--- src/rtl/uctl_pkg.sv ---
// Shared constants and types for the USB controller transmit path.
// Holds token PIDs and the token transmitter state encoding.
package uctl_pkg;

    localparam logic [3:0] PID_OUT   = 4'b0001;
    localparam logic [3:0] PID_IN    = 4'b1001;
    localparam logic [3:0] PID_SOF   = 4'b0101;
    localparam logic [3:0] PID_SETUP = 4'b1101;

    typedef enum logic [2:0] {
        ST_IDLE = 3'd0,
        ST_PID  = 3'd1,
        ST_FLD  = 3'd2,
        ST_CRC  = 3'd3,
        ST_GAP  = 3'd4
    } tok_state_e;

    // Only OUT/IN/SETUP may be issued through the generic token port.
    function automatic logic tok_pid_legal(input logic [3:0] pid);
        return (pid[1:0] == 2'b01) && (pid != PID_SOF);
    endfunction

endpackage

--- src/rtl/uctl_crc5Gen.sv ---
// USB CRC5 over an 11-bit token field (poly x^5+x^2+1, seed 5'h1f).
// Field bits are consumed LSB first; the raw register is returned.
module uctl_crc5Gen (
    input  logic [10:0] data_in,
    output logic [4:0]  crc_out
);

    // Bit-serial LFSR unrolled over the 11 field bits.
    function automatic logic [4:0] crc5(input logic [10:0] d);
        logic [4:0] r;
        logic       fb;
        r = 5'h1f;
        for (int i = 0; i < 11; i++) begin
            fb = d[i] ^ r[4];
            r  = {r[3:0], 1'b0} ^ (fb ? 5'h05 : 5'h00);
        end
        return r;
    endfunction

    // Combinational CRC of the captured field.
    always_comb begin
        crc_out = crc5(data_in);
    end

endmodule

--- src/rtl/uctl_token_tx_ctrl.sv ---
// Token/SOF packet transmitter: arbitrates requests, builds the
// 3-byte packet and serialises it to the PHY byte interface.
module uctl_token_tx_ctrl
    import uctl_pkg::*;
#(
    parameter int IPG_CYCLES = 4
) (
    input  logic        core_clk,
    input  logic        core_rst_n,
    input  logic        sof_req,
    input  logic [10:0] sof_frame,
    output logic        sof_ack,
    input  logic        tok_req,
    input  logic [3:0]  tok_pid,
    input  logic [6:0]  tok_addr,
    input  logic [3:0]  tok_endp,
    output logic        tok_ack,
    output logic        tok_err,
    output logic [7:0]  tx_data,
    output logic        tx_valid,
    input  logic        tx_ready,
    output logic        tx_sop,
    output logic        tx_eop,
    output logic        busy
);

    localparam int CW = $clog2(IPG_CYCLES + 2);
    localparam logic [CW-1:0] IPG_LD = CW'(IPG_CYCLES);

    tok_state_e    state_q, state_d;
    logic [3:0]    pid_q, pid_d;
    logic [10:0]   field_q, field_d;
    logic [CW-1:0] cnt_q, cnt_d;
    logic [7:0]    tx_data_q, tx_data_d;
    logic          tx_valid_q, tx_valid_d;
    logic          tx_sop_q, tx_sop_d;
    logic          tx_eop_q, tx_eop_d;
    logic [4:0]    crc_out;
    logic          xfer;

    // The CRC only ever sees the captured field, never live inputs.
    uctl_crc5Gen u_crc5 (
        .data_in (field_q),
        .crc_out (crc_out)
    );

    assign xfer = tx_valid_q && tx_ready;

    // State, capture and output byte registers.
    always_ff @(posedge core_clk) begin
        if (!core_rst_n) begin
            state_q    <= ST_IDLE;
            pid_q      <= '0;
            field_q    <= '0;
            cnt_q      <= '0;
            tx_data_q  <= '0;
            tx_valid_q <= 1'b0;
            tx_sop_q   <= 1'b0;
            tx_eop_q   <= 1'b0;
        end else begin
            state_q    <= state_d;
            pid_q      <= pid_d;
            field_q    <= field_d;
            cnt_q      <= cnt_d;
            tx_data_q  <= tx_data_d;
            tx_valid_q <= tx_valid_d;
            tx_sop_q   <= tx_sop_d;
            tx_eop_q   <= tx_eop_d;
        end
    end

    // Next state: arbitration, capture, byte sequencing, gap timing.
    always_comb begin
        state_d = state_q;
        pid_d   = pid_q;
        field_d = field_q;
        cnt_d   = cnt_q;
        unique case (state_q)
            ST_IDLE: begin
                if (sof_req) begin
                    state_d = ST_PID;
                    pid_d   = PID_SOF;
                    field_d = sof_frame;
                end else if (tok_req && tok_pid_legal(tok_pid)) begin
                    state_d = ST_PID;
                    pid_d   = tok_pid;
                    field_d = {tok_endp, tok_addr};
                end
            end
            ST_PID: if (xfer) state_d = ST_FLD;
            ST_FLD: if (xfer) state_d = ST_CRC;
            ST_CRC: begin
                if (xfer) begin
                    if (IPG_CYCLES == 0) begin
                        state_d = ST_IDLE;
                    end else begin
                        state_d = ST_GAP;
                        cnt_d   = IPG_LD;
                    end
                end
            end
            ST_GAP: begin
                cnt_d = cnt_q - CW'(1);
                if (cnt_q <= CW'(1)) state_d = ST_IDLE;
            end
            default: state_d = ST_IDLE;
        endcase
    end

    // Outputs: acks from IDLE, next packet byte for the output flops.
    always_comb begin
        sof_ack    = 1'b0;
        tok_ack    = 1'b0;
        tok_err    = 1'b0;
        tx_data_d  = '0;
        tx_valid_d = 1'b0;
        tx_sop_d   = 1'b0;
        tx_eop_d   = 1'b0;
        if (core_rst_n && state_q == ST_IDLE) begin
            sof_ack = sof_req;
            tok_ack = !sof_req && tok_req;
            tok_err = tok_ack && !tok_pid_legal(tok_pid);
        end
        unique case (state_d)
            ST_PID: begin
                tx_data_d  = {~pid_d, pid_d};
                tx_valid_d = 1'b1;
                tx_sop_d   = 1'b1;
            end
            ST_FLD: begin
                tx_data_d  = field_d[7:0];
                tx_valid_d = 1'b1;
            end
            ST_CRC: begin
                tx_data_d  = {crc_out, field_q[10:8]};
                tx_valid_d = 1'b1;
                tx_eop_d   = 1'b1;
            end
            default: ;
        endcase
    end

    assign tx_data  = tx_data_q;
    assign tx_valid = tx_valid_q;
    assign tx_sop   = tx_sop_q;
    assign tx_eop   = tx_eop_q;
    assign busy     = (state_q != ST_IDLE);

endmodule

--- config.mk ---
export PLATFORM = sky130hd
export DESIGN_NAME = uctl_token_tx_ctrl
export DESIGN_NICKNAME = d
export VERILOG_FILES = /design/src/rtl/uctl_pkg.sv /design/src/rtl/uctl_crc5Gen.sv /design/src/rtl/uctl_token_tx_ctrl.sv
export SDC_FILE = /design/constraint.sdc
export NUM_CORES = 1
export LEC_CHECK = 0
export BUFFER_PORTS_ARGS = -buffer_cell sky130_fd_sc_hd__buf_2
export CORE_MARGIN = 3
export CORE_UTILIZATION = 41
export CTS_BUF_LIST = sky130_fd_sc_hd__clkbuf_4 sky130_fd_sc_hd__clkbuf_8
export DETAILED_ROUTE_END_ITERATION = 10
export GPL_ROUTABILITY_DRIVEN = 0
export GPL_TIMING_DRIVEN = 0
export PLACE_DENSITY = 0.75
export SLEW_MARGIN = 30
export SYNTH_ARGS = -nofsm -noshare
export SYNTH_HDL_FRONTEND = slang
export SYNTH_SLANG_ARGS = --single-unit
--- constraint.sdc ---
create_clock -name core_clk -period 2.3 [get_ports core_clk]
set_input_delay 0.23 -clock core_clk [delete_from_list [all_inputs] [get_ports core_clk]]
set_output_delay 0.23 -clock core_clk [all_outputs]
set_load 0.05 [all_outputs]
==> impl_results.md <==
- Grt total ovfl: 0
- Critical path type: flop to primary output
- Slew at the pin closest to its max-slew limit: 0.567 ns
- Root buffer cell: clkbuf_8
- Initial core utilization: 44.1%
- Average wire per cell in the routed design: 16.0 um
- Fraction of post-synthesis cell area in the top cell type by area: 34.8%
- Run status: finished clean
- Data required time of the worst path: 2.07 ns
- Number of synthesized flops with an enable pin: 0
- Clock transition at path regs: 0.07 ns
- Antenna violations before repair: 0
- Cell area after synthesis: 1840 sq um
- Leakage: 0.916 nW
- Nets in the synthesized netlist: 250
- Hold Crit Class: input port to flop
- Number of nets in the layout: 301
- Fin. Hold Viols: 0
- Top-count cell post-synth: dfxtp_1
- Overall die area: 5330 sq um
- Via/cell ratio: 5.78
- Area inside the core boundary: 4170 sq um
- Final critical-path required period: 2.14 ns
- Total CTS buffers: 5
- Post-synth ARST share: 0%
- Number of setup violations in the final report: 0
- Peak Freq: 468 MHz
- GR met3 Demand/Resource: 4.68%
- Overall track demand over capacity in global routing: 20.3%
- DP Worst Slack: 0.299 ns
- Met2 track demand over resource in global routing: 31.0%
- Detailed Route Iter0 Violations: 184
- Wire length of the first global-routing pass: 8.23 mm
- Flip-flop and latch count after synthesis: 32
- Top fanout value on the critical path: 10
- Max Transition Viols Final: 0
- Commonest cells in the netlist: 32 x dfxtp_1, 23 x nor2_1, 16 x a21oi_1
- Count of placed standard cells including taps: 312
- Max Root-Sink Buffers: 2
- Layer with the highest usage: met2
- Max cap viols: 0
- Synthesis warning total: 0
- H-tree Lvls: 2
- Number of global-route vias before repair: 1703
- DRC violations left: 0
- RSZ-0062 raised after global routing: false
- Area overhead of the layout relative to synthesis: 21.8%
- Arr. time, crit path: 1.91 ns
- Number of distinct library cells after synthesis: 51
- Element type at the critical path end: primary output
- Fin Setup TNS: 0 ns
- Sequential cell area fraction in the yosys report: 34.8%
- Ports placed on the boundary: 46
- Hold Worst Slack: 0.209 ns
- Number of buffers inserted to repair setup after CTS: 0
- Layout Cells excl Fill: 319
- Largest cells by area after synthesis: dfxtp_1 35%, xnor2_1 6.2%, nor2_1 4.7%
- Mean Syn Cell Area: 8.44 sq um
- Maximum number of pins on one net before global-route repair: 11
- Maximum vdd drop: 0.000383 V
- Most used DFF post-synth: dfxtp_1
- Antenna diode count: 0
- Site Rows: 23
- Clock tree from TritonCTS: built
- Port buffer count: 44
- Pre-Repair DR Iteration Count: 5
- Portion of the clock cycle consumed by the worst path in the final layout: 92.9%
- Detail Placement HPWL: 3.72 mm
- Headroom to the max-slew limit: 62.2%
- Number of nets with antenna violations after routing: 0
- Total length of routed wires: 5.09 mm
- Type of element launching the critical path: flop
- Post-route worst setup slack: 0.163 ns
- GR Layer Usage met1: 27.8%
- Leading area contributor after synthesis: dfxtp_1
- Die extent in y: 73.0 um
- Chip width: 73.0 um
- Max Clock Skew: 0.00575 ns
- Syn Inst Count: 218
- Count of vias placed by the detailed router: 1844
- Sink count of the clock tree: 32
- Layout cell share with drive strength beyond 1: 26.0%
- Source-to-sink clock delay at the later pin of the worst-skew pair: 0.28 ns
- Ratio of total power to cell area: 718 nW/um^2
==> state kept, by name, indices dropped and copies added, names as in the netlist <==
register,count
field_q,11
tx_data,8
pid_q,4
cnt_q,3
state_q,3
tx_eop,1
tx_sop,1
tx_valid,1
==> placed cells by master, fill, tap and decap left out, drive strengths merged, types with 6 or more instances in the layout <==
master / count
a21oi: 16
buf: 54
clkbuf: 11
dfxtp: 32
inv: 9
nand2: 12
nand2b: 6
nor2: 23
o21ai: 11
or3: 6
xnor2: 13
==> where the power goes <==
group | internal (mW) | switching (mW) | leakage, nW | total [mW]
Sequential | 0.597 | 0.0334 | 0.263 | 0.631
Combinational | 0.213 | 0.296 | 0.603 | 0.509
Clock | 0.266 | 0.202 | 0.0503 | 0.468
Total | 1.08 | 0.531 | 0.916 | 1.61
==> kinds of logic (layout without fill, tap and decap cells) <==
| logic type | Yosys count | in the layout | share of synthesized area (%) |
|---|---|---|---|
| AND/OR/NAND/NOR | 76 | 76 | 23.1 |
| flip-flops | 32 | 32 | 34.8 |
| XOR/XNOR | 18 | 18 | 10.1 |
| adder cells (fa/ha/maj) | 1 | 1 | 0.680 |
| AO/OA/AOI/OAI | 68 | 68 | 25.2 |
| buffers and inverters | 23 | 74 | 6.05 |
==> layer usage <==
layer | up-vias | part of all wire [%]
li1 | 903 | -
met1 | 827 | 45
met2 | 108 | 46
met3 | 6 | 8.2
met4 | 0 | 1.2
met5 | - | 0
==> final cells by class <==
| class | count | area, sq um |
|---|---|---|
| Fill cell | 402 | 1930 |
| Multi-Input combinational cell | 163 | 1110 |
| Sequential cell | 32 | 641 |
| Timing Repair Buffer | 44 | 220 |
| Clock buffer | 7 | 96.3 |
| Buffer | 14 | 77.6 |
| Tap cell | 50 | 62.6 |
| Inverter | 9 | 33.8 |
==> timing repair <==
item                       in CTS  in global routing
setup endpoints to repair       0                  1
gates resized for setup         0                  0
hold buffers                    0                  0
==> stage by stage <==
step	instance area (sq um)	util (%)	power, mW
6_report	2240	53.7	1.61
4_1_cts	2240	53.7	1.61
3_5_place_dp	2140	51.4	1.14
5_1_grt	2240	53.7	1.68
3_3_place_gp	2140	51.4	1.14
2_1_floorplan	1860	-	1.03
==> worst paths after layout <==
kind	start	to	slack (ns)	cells after the start
max	state_q[2]	tok_err	0.16	6
min	tok_addr[3]	field_q[3]	0.21	2
min reg2reg	pid_q[1]	pid_q[1]	0.47	2
max reg2reg	state_q[2]	tx_data[4]	0.35	6
==> critical path: stages, from the launching register on <==
cell and delay, ns:
dfxtp_1 0.33, buf_2 0.19, nor3_4 0.27, inv_1 0.22, nor3_4 0.17, a21boi_4 0.18
buf_2 0.27
No activity file was read; power rests on OpenSTA's default activity.
